**src/rtl/instr_decode_stage.sv**
```systemverilog
// Decode/issue stage: registers fetched words into IR', decodes them,
// applies the load-use bubble, flush and STP halt.
module instr_decode_stage #(
    parameter bit LOAD_USE_BUBBLE = 1'b1
) (
    input  logic        clk_i,
    input  logic        reset_i,
    input  logic        fetch_valid_i,
    input  logic [15:0] fetch_instruction_i,
    output logic        fetch_ready_o,
    input  logic        flush_i,
    input  logic        exec_ready_i,
    output logic        dec_valid_o,
    output logic [15:0] dec_instruction_o,
    output logic [5:0]  dec_opcode_o,
    output logic [2:0]  dec_rs1_addr_o,
    output logic [2:0]  dec_rs2_addr_o,
    output logic [2:0]  dec_wr_addr_o,
    output logic        dec_wr_en_o,
    output logic        dec_wr2_en_o,
    output logic        dec_is_branch_o,
    output logic        dec_illegal_o,
    output logic        halted_o,
    output logic [15:0] issue_count_o
);

    typedef enum logic {RUN, HALT} state_t;

    localparam logic [5:0] OP_STP = 6'h27;

    state_t      state_q;
    logic        out_valid_q;
    logic [15:0] instr_q;
    logic [5:0]  opc_q;
    logic        wr_en_q, wr2_en_q, br_q, ill_q;
    logic        rs1_use_q, rs2_use_q, is_load_q;
    logic        load_pending_q;
    logic [2:0]  load_rd_q;
    logic [15:0] cnt_q;

    logic [5:0]  raw;
    logic [5:0]  opc_d;
    logic        ill_d, wr_en_d, wr2_en_d, br_d;
    logic        rs1_use_d, rs2_use_d, is_load_d;

    logic        run, hazard, transfer, capture;

    // Decode the incoming fetch word so the holding register captures ready fields
    always_comb begin
        raw       = fetch_instruction_i[15:10];
        ill_d     = raw > 6'h38;
        opc_d     = ill_d ? 6'h3F : raw;
        wr_en_d   = ~ill_d & ((raw == 6'h03)
                  | (raw >= 6'h06 && raw <= 6'h0E)
                  | (raw >= 6'h10 && raw <= 6'h14)
                  | (raw == 6'h17) | (raw == 6'h18)
                  | (raw == 6'h1A) | (raw == 6'h1B)
                  | (raw >= 6'h1D && raw <= 6'h22)
                  | (raw == 6'h25));
        wr2_en_d  = (raw == 6'h21);
        br_d      = (raw == 6'h00) | (raw == 6'h01) | (raw == 6'h02)
                  | (raw == 6'h23) | (raw == 6'h24) | (raw == 6'h26)
                  | (raw == 6'h37) | (raw == 6'h38);
        is_load_d = (raw == 6'h1A) | (raw == 6'h1B) | (raw == 6'h25);
        rs2_use_d = (raw >= 6'h11 && raw <= 6'h16) | (raw == 6'h19)
                  | (raw >= 6'h1C && raw <= 6'h21);
        rs1_use_d = ~ill_d & ~((raw == 6'h0A)
                  | (raw >= 6'h26 && raw <= 6'h36));
    end

    // Handshake, interlock and transfer qualification
    always_comb begin
        run      = (state_q == RUN);
        hazard   = LOAD_USE_BUBBLE & load_pending_q & out_valid_q
                 & ((rs1_use_q & (instr_q[9:7] == load_rd_q))
                  | (rs2_use_q & (instr_q[6:4] == load_rd_q)));
        dec_valid_o   = out_valid_q & ~hazard & run;
        transfer      = dec_valid_o & exec_ready_i;
        fetch_ready_o = run & ~flush_i & (~out_valid_q | transfer);
        capture       = fetch_valid_i & fetch_ready_o;
    end

    // Holding register, interlock tracking, issue counter and run/halt state
    always_ff @(posedge clk_i or posedge reset_i) begin
        if (reset_i) begin
            state_q        <= RUN;
            out_valid_q    <= 1'b0;
            instr_q        <= '0;
            opc_q          <= '0;
            wr_en_q        <= 1'b0;
            wr2_en_q       <= 1'b0;
            br_q           <= 1'b0;
            ill_q          <= 1'b0;
            rs1_use_q      <= 1'b0;
            rs2_use_q      <= 1'b0;
            is_load_q      <= 1'b0;
            load_pending_q <= 1'b0;
            load_rd_q      <= '0;
            cnt_q          <= '0;
        end else begin
            if (transfer)
                cnt_q <= cnt_q + 16'd1;
            if (run) begin
                load_pending_q <= transfer & is_load_q & ~flush_i;
                if (transfer)
                    load_rd_q <= instr_q[9:7];
                if (transfer && opc_q == OP_STP)
                    state_q <= HALT;
                if (flush_i) begin
                    out_valid_q <= 1'b0;
                end else if (capture) begin
                    out_valid_q <= 1'b1;
                    instr_q     <= fetch_instruction_i;
                    opc_q       <= opc_d;
                    wr_en_q     <= wr_en_d;
                    wr2_en_q    <= wr2_en_d;
                    br_q        <= br_d;
                    ill_q       <= ill_d;
                    rs1_use_q   <= rs1_use_d;
                    rs2_use_q   <= rs2_use_d;
                    is_load_q   <= is_load_d;
                end else if (transfer) begin
                    out_valid_q <= 1'b0;
                end
            end else begin
                load_pending_q <= 1'b0;
            end
        end
    end

    assign dec_instruction_o = instr_q;
    assign dec_opcode_o      = opc_q;
    assign dec_rs1_addr_o    = instr_q[9:7];
    assign dec_wr_addr_o     = instr_q[9:7];
    assign dec_rs2_addr_o    = instr_q[6:4];
    assign dec_wr_en_o       = wr_en_q;
    assign dec_wr2_en_o      = wr2_en_q;
    assign dec_is_branch_o   = br_q;
    assign dec_illegal_o     = ill_q;
    assign halted_o          = (state_q == HALT);
    assign issue_count_o     = cnt_q;

endmodule

```
**config.mk**
```make
export PLATFORM = sky130hd
export DESIGN_NAME = instr_decode_stage
export DESIGN_NICKNAME = d
export VERILOG_FILES = /design/src/rtl/instr_decode_stage.sv
export SDC_FILE = /design/constraint.sdc
export NUM_CORES = 1
export LEC_CHECK = 0
export BUFFER_PORTS_ARGS = -buffer_cell sky130_fd_sc_hd__clkbuf_2
export CELL_PAD_IN_SITES_DETAIL_PLACEMENT = 2
export CELL_PAD_IN_SITES_GLOBAL_PLACEMENT = 2
export CORE_ASPECT_RATIO = 2
export CORE_MARGIN = 5
export CORE_UTILIZATION = 29
export DETAILED_ROUTE_END_ITERATION = 8
export PLACE_DENSITY_LB_ADDON = 0.1
export SYNTH_ARGS = -nofsm -noshare
export SYNTH_HDL_FRONTEND = slang
export SYNTH_SLANG_ARGS = --single-unit
```
**constraint.sdc**
```tcl
create_clock -name clk_i -period 2 [get_ports clk_i]
set_clock_uncertainty 0.2 [all_clocks]
set_input_delay 0.4 -clock clk_i [delete_from_list [all_inputs] [get_ports clk_i]]
set_output_delay 0.4 -clock clk_i [all_outputs]
set_load 0.01 [all_outputs]
```
==> Word level (Yosys, flattened, before mapping) <==
Cells that the tools add are included.
{ "op_classes": {"n_addsub": 1, "reduce_logical": 12, "n_shift": 0, "bitwise_logic": 42, "n_mul": 0, "eq_ne": 19, "muxes": 7, "div": 0, "magnitude_cmp": 13} }
{ "ops": {"columns": ["cell", "count"], "rows": [
  ["6-bit == test (second input constant)", 8],
  ["6-bit by 5-bit == test with 1-bit output (second input constant)", 5],
  ["6-bit by 5-bit greater-or-equal comparator with 1-bit output (second input constant)", 4],
  ["1-bit OR", 22],
  ["6-bit less-or-equal comparator (second input constant)", 3],
  ["16-bit by 1-bit adder with 16-bit output (second input constant)", 1],
  ["1-bit bitwise AND", 14],
  ["6-bit by 2-bit == test with 1-bit output (second input constant)", 2],
  ["6-bit by 5-bit less-or-equal comparator with 1-bit output (second input constant)", 2],
  ["1-bit logical AND", 7],
  ["3-bit == test", 2],
  ["6-bit by 1-bit == test with 1-bit output (second input constant)", 1],
  ["6-bit by 4-bit == test with 1-bit output (second input constant)", 1],
  ["6-bit by 3-bit greater-or-equal comparator with 1-bit output (second input constant)", 1],
  ["6-bit greater-or-equal comparator (second input constant)", 1],
  ["6-bit greater-than comparator (second input constant)", 1],
  ["6-bit by 4-bit less-or-equal comparator with 1-bit output (second input constant)", 1],
  ["6-bit zero test", 1],
  ["1-bit 2-to-1 mux", 6],
  ["6-bit 2-to-1 mux", 1],
  ["1-bit NOT", 6],
  ["2-bit AND reduction", 2],
  ["3-bit AND reduction", 1],
  ["3-bit nonzero test", 1]
]} }
{ "word_totals": {"latchBits": 0, "elab_cells": 108, "n_memories": 0, "out_inout_bits": 54, "regBits": 51, "ramBits": 0, "rom_bits": 0} }

==> Depth between registers and ports, before layout <==
Gate-level depths: netlist (run 1).
{ "logic_depth": {"ltp_word": 13, "depth_mapped": 7, "ltp_nobuf": 5} }

==> Least setup slack after synthesis (run 1) <==
Ideal clock, no wire load.
{ "synth_path": {"kind": "flip-flop to flip-flop", "from": "reg instr_q[8] (netlist: dec_instruction_o[8])", "to": "reg instr_q[11] (netlist: dec_instruction_o[11])", "t_arrival_ns": 1.725, "path_slack_ns": -0.052, "path_stages_with_launch": 8, "path_buffers": 2, "cell_sequence": "dfrtp_1 -> xnor2_1 -> and4_4 -> o21a_1 -> a21oi_2 -> buf_6 -> buf_8 -> mux2_1"} }
{ "synth_between": {"elab_chain_len": 12} }
{ "synth_rtl": {"columns": ["item", "line", "text"], "rows": [
  ["start, declared", "33", "logic [15:0] instr_q;"],
  ["start signal, assigned", "113", "instr_q <= fetch_instruction_i;"],
  ["3-bit == test", "75", "& ((rs1_use_q & (instr_q[9:7] == load_rd_q))"],
  ["1-bit bitwise AND", "75", null],
  ["1-bit OR", "76", "| (rs2_use_q & (instr_q[6:4] == load_rd_q)));"],
  ["1-bit bitwise AND", "75", null],
  ["1-bit NOT", "77", "dec_valid_o = out_valid_q & ~hazard & run;"],
  ["1-bit bitwise AND (2 in series)", "77", null],
  ["1-bit bitwise AND", "78", "transfer = dec_valid_o & exec_ready_i;"],
  ["1-bit OR", "79", "fetch_ready_o = run & ~flush_i & (~out_valid_q | transfer);"],
  ["1-bit bitwise AND", "79", null],
  ["1-bit bitwise AND", "80", "capture = fetch_valid_i & fetch_ready_o;"],
  ["3-bit AND reduction (no source line)", null, null]
]} }
Every way passes these cells.
A chain may end at the register's enable or synchronous reset.

==> Final worst setup path (run 1) <==
{ "layout_path": {"from": "reg load_rd_q[2]", "to": "out fetch_ready_o"} }
{ "layout_between": {"elab_chain_len": 10} }
{ "layout_rtl": {"columns": ["item", "line", "text"], "rows": [
  ["start, declared", "38", "logic [2:0] load_rd_q;"],
  ["start signal, assigned", "106", "load_rd_q <= instr_q[9:7];"],
  ["3-bit == test (on tied branches)", "75, 76", null],
  ["1-bit bitwise AND (on tied branches)", "75, 76", null],
  ["1-bit OR *", "76", null],
  ["1-bit bitwise AND *", "75", null],
  ["1-bit NOT *", "77", null],
  ["1-bit bitwise AND * (2 in series)", "77", null],
  ["1-bit bitwise AND *", "78", null],
  ["1-bit OR *", "79", null],
  ["1-bit bitwise AND *", "79", null],
  ["end, declared", "10", "output logic fetch_ready_o,"]
]} }
Mark *: on every way between the ends. The rest lies on a longest branch, timed or not.

==> metrics.cfg, run 1 <==
[critical_path]
timing.rr.end=dec_instruction_o[7]
path_cells=xnor2_2 > and4_1 > o21a_1 > nand2b_4 > a21boi_2 > buf_2
cp-startpoint=load_rd_q[2]
crit_buf_inv=1
r2r-start=load_rd_q[2]
worstPathArrival_ns=1.68
r2r_slack_ns=-0.24
cp_top_family=flip-flops
cp_max_fo=3
cp_slowest_stage_delay_ns=0.45
reg2reg_depth=8
endpoint=fetch_ready_o
end_kind=output pin
required_ns=1.40
critPathKind=flop to output pin
startpoint_type=flop
slowest_stage=dfrtp_2
critical_path_depth=6

[synthesis]
synthesis.nets=256
ys_seq_area_frac=0.490
ys_top_cells_by_area=dfrtp_1 (49%), mux2_2 (9.9%), xnor2_1 (6.1%)
syn_area_per_cell_um2=11.1
synthFlopType=dfrtp_1
synth_top_area_cell=dfrtp_1
synth-edff-count=0
ys_ff_latch=51
synth_cells=234
ys_async_sr_fraction=1.00
netlist_area_um2=2600
synth_top_area_frac=0.490
ys.warnings.count=0
synth_cell_type_count=48

[final_layout]
mostFrequentLayoutCell=clkbuf_2
fin_util=0.431
fin_nets=370
fin_cells=451
area_delta_synth_final_pct=47.0
multiInputGateArea_um2=1280
regArea_um2=1280
drive_above_1_share=0.513
fill_cells=954
antenna_cells=0
final_cell_mix=clkbuf_2 (73), dfrtp_1 (47), buf_4 (41), mux2_4 (25), xnor2_1 (16)

[global_route]
grt_pass1_wl_mm=13.9
grt_usage=0.161
grt-ovfl-total=0
grt_max_degree=36
grt_pass1_vias=2527
grt_antenna_before_repair=0

[route]
drtIter0Drc=45
wire_per_inst_um=19.5
viasPerCell=4.97
post-route-drc-count=0
vias=2243
ant_nets=0
drt_wl_total_mm=8.81
firstDrtPassIters=4

[floorplan]
ios=75
rows=49
fp.dieArea_um2=11100
initial_core_util=0.293
die_x_um=77.0
fp.dieH_um=144
core_area_um2=8890

[clock_network]
cts_buffer_depth=2
cts.htree.levels=2
cts_num_sinks=51
insertion_delay_ns=0.29
clk_pin_slew_ns=0.07
root_buffer=clkbuf_16
cts_tree=built
numCtsBuffers=5

[outcome]
status=finished, violations left
violations=setup timing

[sta]
setup_viol=38
slew_headroom=0.719
final-max-slew-violation-count=0
worst_pin_slew_ns=0.421
rsz0062_at_grt=yes
max_freq_mhz=438
setup_ws_ns=-0.285
hold_viol=0
min_period_over_period=1.14
hold_ws_ns=0.139
post-route-min-period_ns=2.28

[placement]
dpl.hpwl_mm=6.67
portBuffers=74
dp_slack_ns=-0.128
place_congestion=0.788
dp_cells=431

[pwr]
power_density_nw_per_um2=1260
leakagePower_nw=1.90
ir_drop_mv=0.435

[run]
maxCapViolations=0

[hold_path]
hold_class=input pin to flop

metal layers:
layer | up-vias | share of wire | wire length [um] | global-route usage
li1 | 1042 | - | - | -
met1 | 1158 | 0.31 | 2770 | 0.142
met2 | 38 | 0.65 | 5700 | 0.353
met3 | 5 | 0.025 | 223 | 0.0224
met4 | 0 | 0.014 | 124 | 0.0489
met5 | - | 0 | 0 | 0
sequential cells by signal, summed over array words and instances, names as in the netlist, 3 cells and up:
register,count
dec_instruction_o,16
dec_opcode_o,6
issue_count_o,16
load_rd_q,3
cell type report:
type | instances | share of cell area
inverters | 9 | 0.00882
flip-flops and latches | 51 | 0.335
multi-input cells | 151 | 0.334
repair buffers | 130 | 0.240
well taps | 102 | 0.0333
clock inverters | 2 | 0.0157
clock buffers | 6 | 0.0337
how the worst min path moves through the flow:
stage                                       from                    to  slack (ns)  cells past startpoint
after floorplan                        is_load_q             is_load_q        0.27                      1
after global placement                   reset_i     issue_count_o[10]        0.20                      2
after detailed placement                 reset_i     issue_count_o[10]        0.21                      2
after CTS                 fetch_instruction_i[2]  dec_instruction_o[2]        0.13                      2
after global routing      fetch_instruction_i[2]  dec_instruction_o[2]        0.13                      2
final                     fetch_instruction_i[2]  dec_instruction_o[2]        0.14                      2
stage by stage:
stage	total power [mW]	setup TNS, ns	area (um^2)
after global placement	3.41	-0.919	3360
after detailed placement	3.48	-2.04	3360
final	4.82	-7.02	3830
after CTS	4.86	-5.35	3790
after global routing	5.11	-8.92	3830
after floorplan	2.66	-0.0352	2630
cell usage after synthesis (2+ instances only):
cell type / instances
mux2i_1: 4
and4_1: 2
o21ai_0: 2
nor2_1: 11
buf_2: 2
a21oi_1: 4
dfrtp_1: 51
o22ai_1: 4
mux2_1: 6
buf_4: 10
a31oi_1: 2
or3_1: 2
nand2_1: 6
inv_1: 9
nor3_1: 2
nand4_1: 9
and3_1: 10
nor2b_1: 2
nand3_1: 11
clkbuf_1: 8
mux2_2: 23
nand2b_1: 4
and2_1: 5
xor2_1: 4
xnor2_1: 18
cells by family (layout without fill, tap and decap cells):
group,count (synthesis),count (layout),synth area share
multiplexers,33,33,0.141
flip-flops,51,51,0.490
adder cells (fa/ha/maj),1,1,0.00480
AND/OR/NAND/NOR,71,71,0.155
buffers and inverters,32,147,0.0687
XOR/XNOR,22,22,0.0740
AO/OA/AOI/OAI,24,24,0.0668
timing repair:
item / 4_1_cts / 5_1_grt
resized for setup: 34 / 3
endpoints found under the hold margin: 16 / 0
endpoints found under the setup margin: 35 / 45
hold buffers: 1 / 0
gates cloned: 2 / 1
setup buffers: 8 / 0
pin swaps: 6 / 1
where the power goes:
group / internal, mW / switching, mW / total (mW)
sequential: 1.38 / 0.296 / 1.67
clock: 0.718 / 0.380 / 1.10
combinational: 1.12 / 0.932 / 2.05
total: 3.22 / 1.61 / 4.82
Power figures use the tool's default switching activity.
==> run 2: changes to the inputs <==
--- a/config.mk
+++ b/config.mk
@@ -12,6 +12,7 @@
 export CORE_MARGIN = 5
 export CORE_UTILIZATION = 29
 export DETAILED_ROUTE_END_ITERATION = 8
+export MAX_ROUTING_LAYER = met4
 export PLACE_DENSITY_LB_ADDON = 0.1
 export SYNTH_ARGS = -nofsm -noshare
 export SYNTH_HDL_FRONTEND = slang
==> run 2 against run 1 <==
Compared with the run above:
- the run still ends with setup timing left
- maximum frequency grew 0.40%
- via count is 0.80% lower
- worst setup slack gained 0.0091 ns
- worst hold slack worse by 0.0015 ns
- global-route usage rose by 0.47 points
- total power down 0.13%
- sequential power about the same
- clock-buffer cell count unchanged
- critical path depth unchanged
- critical endpoint unchanged
- largest power group unchanged
==> metrics.cfg, run 2 (synthesis gave the netlist of run 1 again) <==
[route]
ant_nets=0  ; unchanged
vias=2225  ; -0.80%
drtIter0Drc=53  ; +18%
wire_per_inst_um=19.5  ; about the same
firstDrtPassIters=4  ; unchanged
viasPerCell=4.93  ; -0.80%
post-route-drc-count=0  ; unchanged
drt_wl_total_mm=8.81  ; about the same

[final_layout]
fill_cells=954  ; unchanged
regArea_um2=1280  ; unchanged
mostFrequentLayoutCell=clkbuf_2
multiInputGateArea_um2=1280  ; unchanged
fin_nets=370  ; unchanged
area_delta_synth_final_pct=47.0  ; unchanged
antenna_cells=0  ; unchanged
final_area_um2=3830  ; unchanged
drive_above_1_share=0.513  ; unchanged
final_cell_mix=clkbuf_2 (73), dfrtp_1 (47), buf_4 (41), mux2_4 (25), xnor2_1 (16)

[sta]
setup_viol=38  ; unchanged
tns_ns=-7.07  ; -0.0532 ns
final-max-slew-violation-count=0  ; unchanged
hold_viol=0  ; unchanged
post-route-min-period_ns=2.28  ; -0.00910 ns
slew_headroom=0.717  ; -0.00132
setup_ws_ns=-0.275  ; +0.00910 ns
worst_pin_slew_ns=0.418  ; -0.00330 ns
min_period_over_period=1.14  ; -0.00455
rsz0062_at_grt=yes
max_freq_mhz=439  ; +0.40%

[critical_path]
cp-startpoint=load_rd_q[2]
reg2reg_depth=8  ; unchanged
timing.rr.end=dec_instruction_o[7]
cp_max_fo=3  ; unchanged
r2r_slack_ns=-0.24  ; about the same
path_cells=xnor2_2 > and4_1 > o21a_1 > nand2b_4 > a21boi_2 > buf_2
endpoint=fetch_ready_o
end_kind=output pin
startpoint_type=flop
required_ns=1.40  ; about the same
r2r-start=load_rd_q[2]
cp_slowest_stage_delay_ns=0.45  ; about the same
critPathKind=flop to output pin
worstPathArrival_ns=1.68  ; about the same
slowest_stage=dfrtp_2

[pwr]
ir_drop_mv=0.435  ; about the same
power_density_nw_per_um2=1260  ; -0.13%
leakagePower_nw=1.90  ; unchanged

[clock_network]
cts_num_sinks=51  ; unchanged
insertion_delay_ns=0.29  ; about the same
clk_pin_slew_ns=0.07  ; about the same
numCtsBuffers=5  ; unchanged
root_buffer=clkbuf_16
cts.htree.levels=2  ; unchanged
cts_buffer_depth=2  ; unchanged
cts_tree=built

[global_route]
grt-ovfl-total=0  ; unchanged
grt_max_degree=36  ; unchanged
grt_pass1_wl_mm=13.9  ; -0.19%
grt_antenna_before_repair=0  ; unchanged
grt_pass1_vias=2534  ; +0.28%
grt_usage=0.166  ; +0.00473

[hold_path]
hold_class=input pin to flop

[floorplan]
core_area_um2=8890  ; unchanged
fp.dieArea_um2=11100  ; unchanged
ios=75  ; unchanged
rows=49  ; unchanged
die_x_um=77.0  ; unchanged
fp.dieH_um=144  ; unchanged
initial_core_util=0.293  ; unchanged

[placement]
place_congestion=0.799  ; +1.4%
placed_area_um2=3360  ; unchanged
portBuffers=74  ; unchanged
dpl.hpwl_mm=6.67  ; unchanged

[run]
maxCapViolations=0  ; unchanged

[outcome]
status=finished, violations left
violations=setup timing

-- run 2: cell counts in the layout (fill, tap and decap cells not counted) --
Identical to the previous run, type by type.
-- run 2: worst min path at each step --
stage / from / endpoint / slack (ns) / cells past startpoint
6_report: fetch_instruction_i[2] / dec_instruction_o[2] / 0.14 / 2
5_1_grt: fetch_instruction_i[2] / dec_instruction_o[2] / 0.13 / 2
4_1_cts: fetch_instruction_i[2] / dec_instruction_o[2] / 0.13 / 2
3_5_place_dp: reset_i / issue_count_o[10] / 0.21 / 2
3_3_place_gp: reset_i / issue_count_o[10] / 0.20 / 2
2_1_floorplan: is_load_q / is_load_q / 0.27 / 1
-- run 2: final cells by class --
class                   instances  area share
clock buffers                   6      0.0337
clock inverters                 2      0.0157
inverters                       9     0.00882
multi-input cells             151       0.334
flip-flops and latches         51       0.335
well taps                     102      0.0333
repair buffers                130       0.240
-- run 2: metrics by stage --
stage / power [mW] / hold WS (ns) / utilization / cells / setup WS (ns)
after detailed placement: 3.48 / 0.206 / 0.378 / 431 / -0.128
after global routing: 5.10 / 0.134 / 0.431 / 451 / -0.334
final: 4.82 / 0.137 / 0.431 / 451 / -0.275
after global placement: 3.41 / 0.203 / 0.378 / 431 / -0.0832
after floorplan: 2.66 / 0.272 / - / 234 / -0.00653
after CTS: 4.86 / 0.131 / 0.427 / 450 / -0.264
-- run 2: worst max-delay path: cells and delay by family, from the launching register on --
kind / cells / cell delay, ns
xor gates and xnor gates: 1 / 0.18
DFF: 1 / 0.45
buffers and inverters: 1 / 0.14
AOI/OAI and AO/OA: 2 / 0.30
and+or+nand+nor: 2 / 0.32
-- run 2: where the power goes --
group,internal [mW],switching [mW]
Sequential,1.38,0.295
Combinational,1.12,0.931
Clock,0.718,0.375
-- run 2: repair_timing --
action	in CTS	in global routing
setup buffers	8	0
hold endpoints to repair	16	0
pin swaps	6	1
gates cloned	2	1
setup endpoints to repair	35	46
hold buffers	1	0
resized for setup	34	3
-- run 2: routing by layer --
layer  vias up  track usage  routed length [um]
met5         -            -                   0
met3         5       0.0224                 222
met4         0       0.0489                 121
li1       1041            -                   -
met1      1141        0.141                2780
met2        38        0.354                5690
==> run 3: changes to the inputs <==
==> constraint.sdc (replaced) <==
create_clock -name clk_i -period 2 [get_ports clk_i]
set_clock_uncertainty 0.2 [all_clocks]
set_input_delay 0.1 -clock clk_i [delete_from_list [all_inputs] [get_ports clk_i]]
set_output_delay 0.1 -clock clk_i [all_outputs]
set_load 0.01 [all_outputs]
==> run 3 against run 2 <==
Compared with the run above:
- the flow still finishes with violations (setup timing)
- global-route usage decreased by 1.1 points
- worst setup slack improved by 0.19 ns
- combinational power is 7% lower
- sequential power about the same
- critical path depth did not move
- flip-flop and latch count did not move
- critical path type is now flop to flop
- critical endpoint is now dec_opcode_o[4]
- highest routed layer unchanged
==> metrics.cfg, run 3 (synthesis gave the netlist of run 1 again) <==
[floorplan]
initial_core_util=0.293  ; unchanged
rows=49  ; unchanged
fp.dieArea_um2=11100  ; unchanged
ios=75  ; unchanged
die_x_um=77.0  ; unchanged
core_area_um2=8890  ; unchanged
fp.dieH_um=144  ; unchanged

[placement]
place_congestion=0.778  ; -2.7%
portBuffers=74  ; unchanged
dpl.hpwl_mm=6.38  ; -4.3%
placed_area_um2=3220  ; -4.2%
dp_cells=414  ; -3.9%

[global_route]
grt_antenna_before_repair=0  ; unchanged
grt_usage=0.155  ; -0.0106
grt_use_met2=0.317  ; -0.0363
grt_util_met1=0.140  ; -0.000794
grt_pass1_wl_mm=13.1  ; -5.2%
met3_usage=0.0224  ; unchanged
grt_max_degree=31  ; -14%
grt-ovfl-total=0  ; unchanged
grt_pass1_vias=2453  ; -3.2%
grt.busiest_layer=met2

[sta]
post-route-min-period_ns=2.09  ; -0.187 ns
hold_viol=0  ; unchanged
rsz0062_at_grt=yes
final-max-slew-violation-count=0  ; unchanged
setup_viol=25  ; -34%
worst_pin_slew_ns=0.525  ; +0.107 ns
max_freq_mhz=479  ; +8.9%
min_period_over_period=1.04  ; -0.0934
slew_headroom=0.641  ; -0.0763
tns_ns=-1.19  ; +5.88 ns
setup_ws_ns=-0.0887  ; +0.187 ns

[clock_network]
root_buffer=clkbuf_16
cts.htree.levels=2  ; unchanged
cts_num_sinks=51  ; unchanged
numCtsBuffers=5  ; unchanged
cts_tree=built
insertion_delay_ns=0.29  ; about the same
cts_buffer_depth=2  ; unchanged
clk_pin_slew_ns=0.07  ; about the same

[final_layout]
final_cell_mix=clkbuf_2 (73), dfrtp_1 (47), buf_4 (27), mux2_4 (18), xnor2_1 (15)
regArea_um2=1280  ; unchanged
fin_cells=441  ; -2.2%
fin_nets=360  ; -2.7%
antenna_cells=0  ; unchanged
final_area_um2=3660  ; -4.5%
multiInputGateArea_um2=1260  ; -1.4%
drive_above_1_share=0.463  ; -0.0498
fill_cells=965  ; +1.2%
fin_util=0.411  ; -0.0194
area_delta_synth_final_pct=40.3
mostFrequentLayoutCell=clkbuf_2

[route]
ant_nets=0  ; unchanged
drtIter0Drc=35  ; -34%
drt_wl_total_mm=8.22  ; -6.7%
wire_per_inst_um=18.6  ; -4.6%
post-route-drc-count=0  ; unchanged
firstDrtPassIters=4  ; unchanged
viasPerCell=4.94  ; +0.20%
vias=2180  ; -2.0%

[pwr]
p_clk_frac=0.202  ; -0.025
p_sw_mw=1.54  ; -3.7%
p_int_mw=2.93  ; -8.8%
share_seq_of_total_power=0.373  ; +0.026
power_mw=4.47  ; -7.1%
switching_share=0.345  ; +0.0121
power_density_nw_per_um2=1220  ; -2.7%
pwr-share-comb=0.425  ; about the same
ir_drop_mv=0.525  ; +21%
leakagePower_nw=1.78  ; -6.3%

[run]
maxCapViolations=0  ; unchanged

[critical_path]
path_cells=xnor2_2 > and4_1 > o21a_1 > a21oi_4 > buf_12 > mux2_2
cp_max_fo=18  ; +15
slowest_stage=dfrtp_1
worstPathArrival_ns=2.06  ; +0.38 ns
required_ns=1.97  ; +0.57 ns
critPathKind=flop to flop
end_kind=flop
cp_slowest_stage_delay_ns=0.42  ; -0.03 ns
startpoint_type=flop

[outcome]
violations=setup timing
status=finished, violations left

[hold_path]
hold_class=input pin to flop

run 3: routing by layer:
layer | vias up | share of wire
li1 | 1020 | -
met1 | 1110 | 0.33
met2 | 40 | 0.62
met3 | 10 | 0.028
met4 | 0 | 0.018
met5 | - | 0
run 3: worst paths after layout:
kind,to,from,depth (start not counted),slack (ns)
max reg2reg,dec_opcode_o[4],dec_instruction_o[4],6,-0.09
min reg2reg,issue_count_o[15],issue_count_o[15],1,0.28
min,dec_wr2_en_o,fetch_instruction_i[15],3,0.05
min in group asynchronous,issue_count_o[10],reset_i,3,0.18
max,dec_opcode_o[4],dec_instruction_o[4],6,-0.09
max in group asynchronous,dec_instruction_o[7],reset_i,4,0.86
run 3: metrics by stage:
stage / setup slack [ns] / hold slack [ns]
3_3_place_gp: -0.0383 / -0.0440
5_1_grt: -0.146 / 0.0769
4_1_cts: -0.0890 / 0.0460
6_report: -0.0887 / 0.0520
3_5_place_dp: -0.105 / -0.0393
2_1_floorplan: -0.00653 / 0.0480
run 3: what timing repair did:
item / in CTS / in global routing
hold buffers: 14 / 0
endpoints found under the setup margin: 31 / 33
pin swaps: 2 / 0
resized for setup: 14 / 10
hold endpoints to repair: 33 / 0
setup buffers: 0 / 5
run 3: cell type report:
class,count,area share
clock buffer,8,0.0428
inverter,9,0.00924
multi-input combinational,151,0.345
sequential,51,0.350
tap,102,0.0349
timing repair buffer,120,0.218
run 3: power groups by stage:
stage / clock, mW / sequential (mW) / combinational [mW]
after floorplan: 0 / 1.78 / 0.884
after global placement: 0 / 1.66 / 1.70
after detailed placement: 0 / 1.68 / 1.74
after CTS: 0.941 / 1.67 / 1.86
after global routing: 0.971 / 1.73 / 2.06
final: 0.905 / 1.67 / 1.90
run 3: worst max-delay path, delay by kind of cell (launching register included):
family | cells | cell delay [ns]
multiplexers | 1 | 0.35
buffers and inverters | 1 | 0.20
flip-flops | 1 | 0.42
AND/OR/NAND/NOR | 1 | 0.21
AO/OA/AOI/OAI | 2 | 0.40
XOR/XNOR | 1 | 0.17
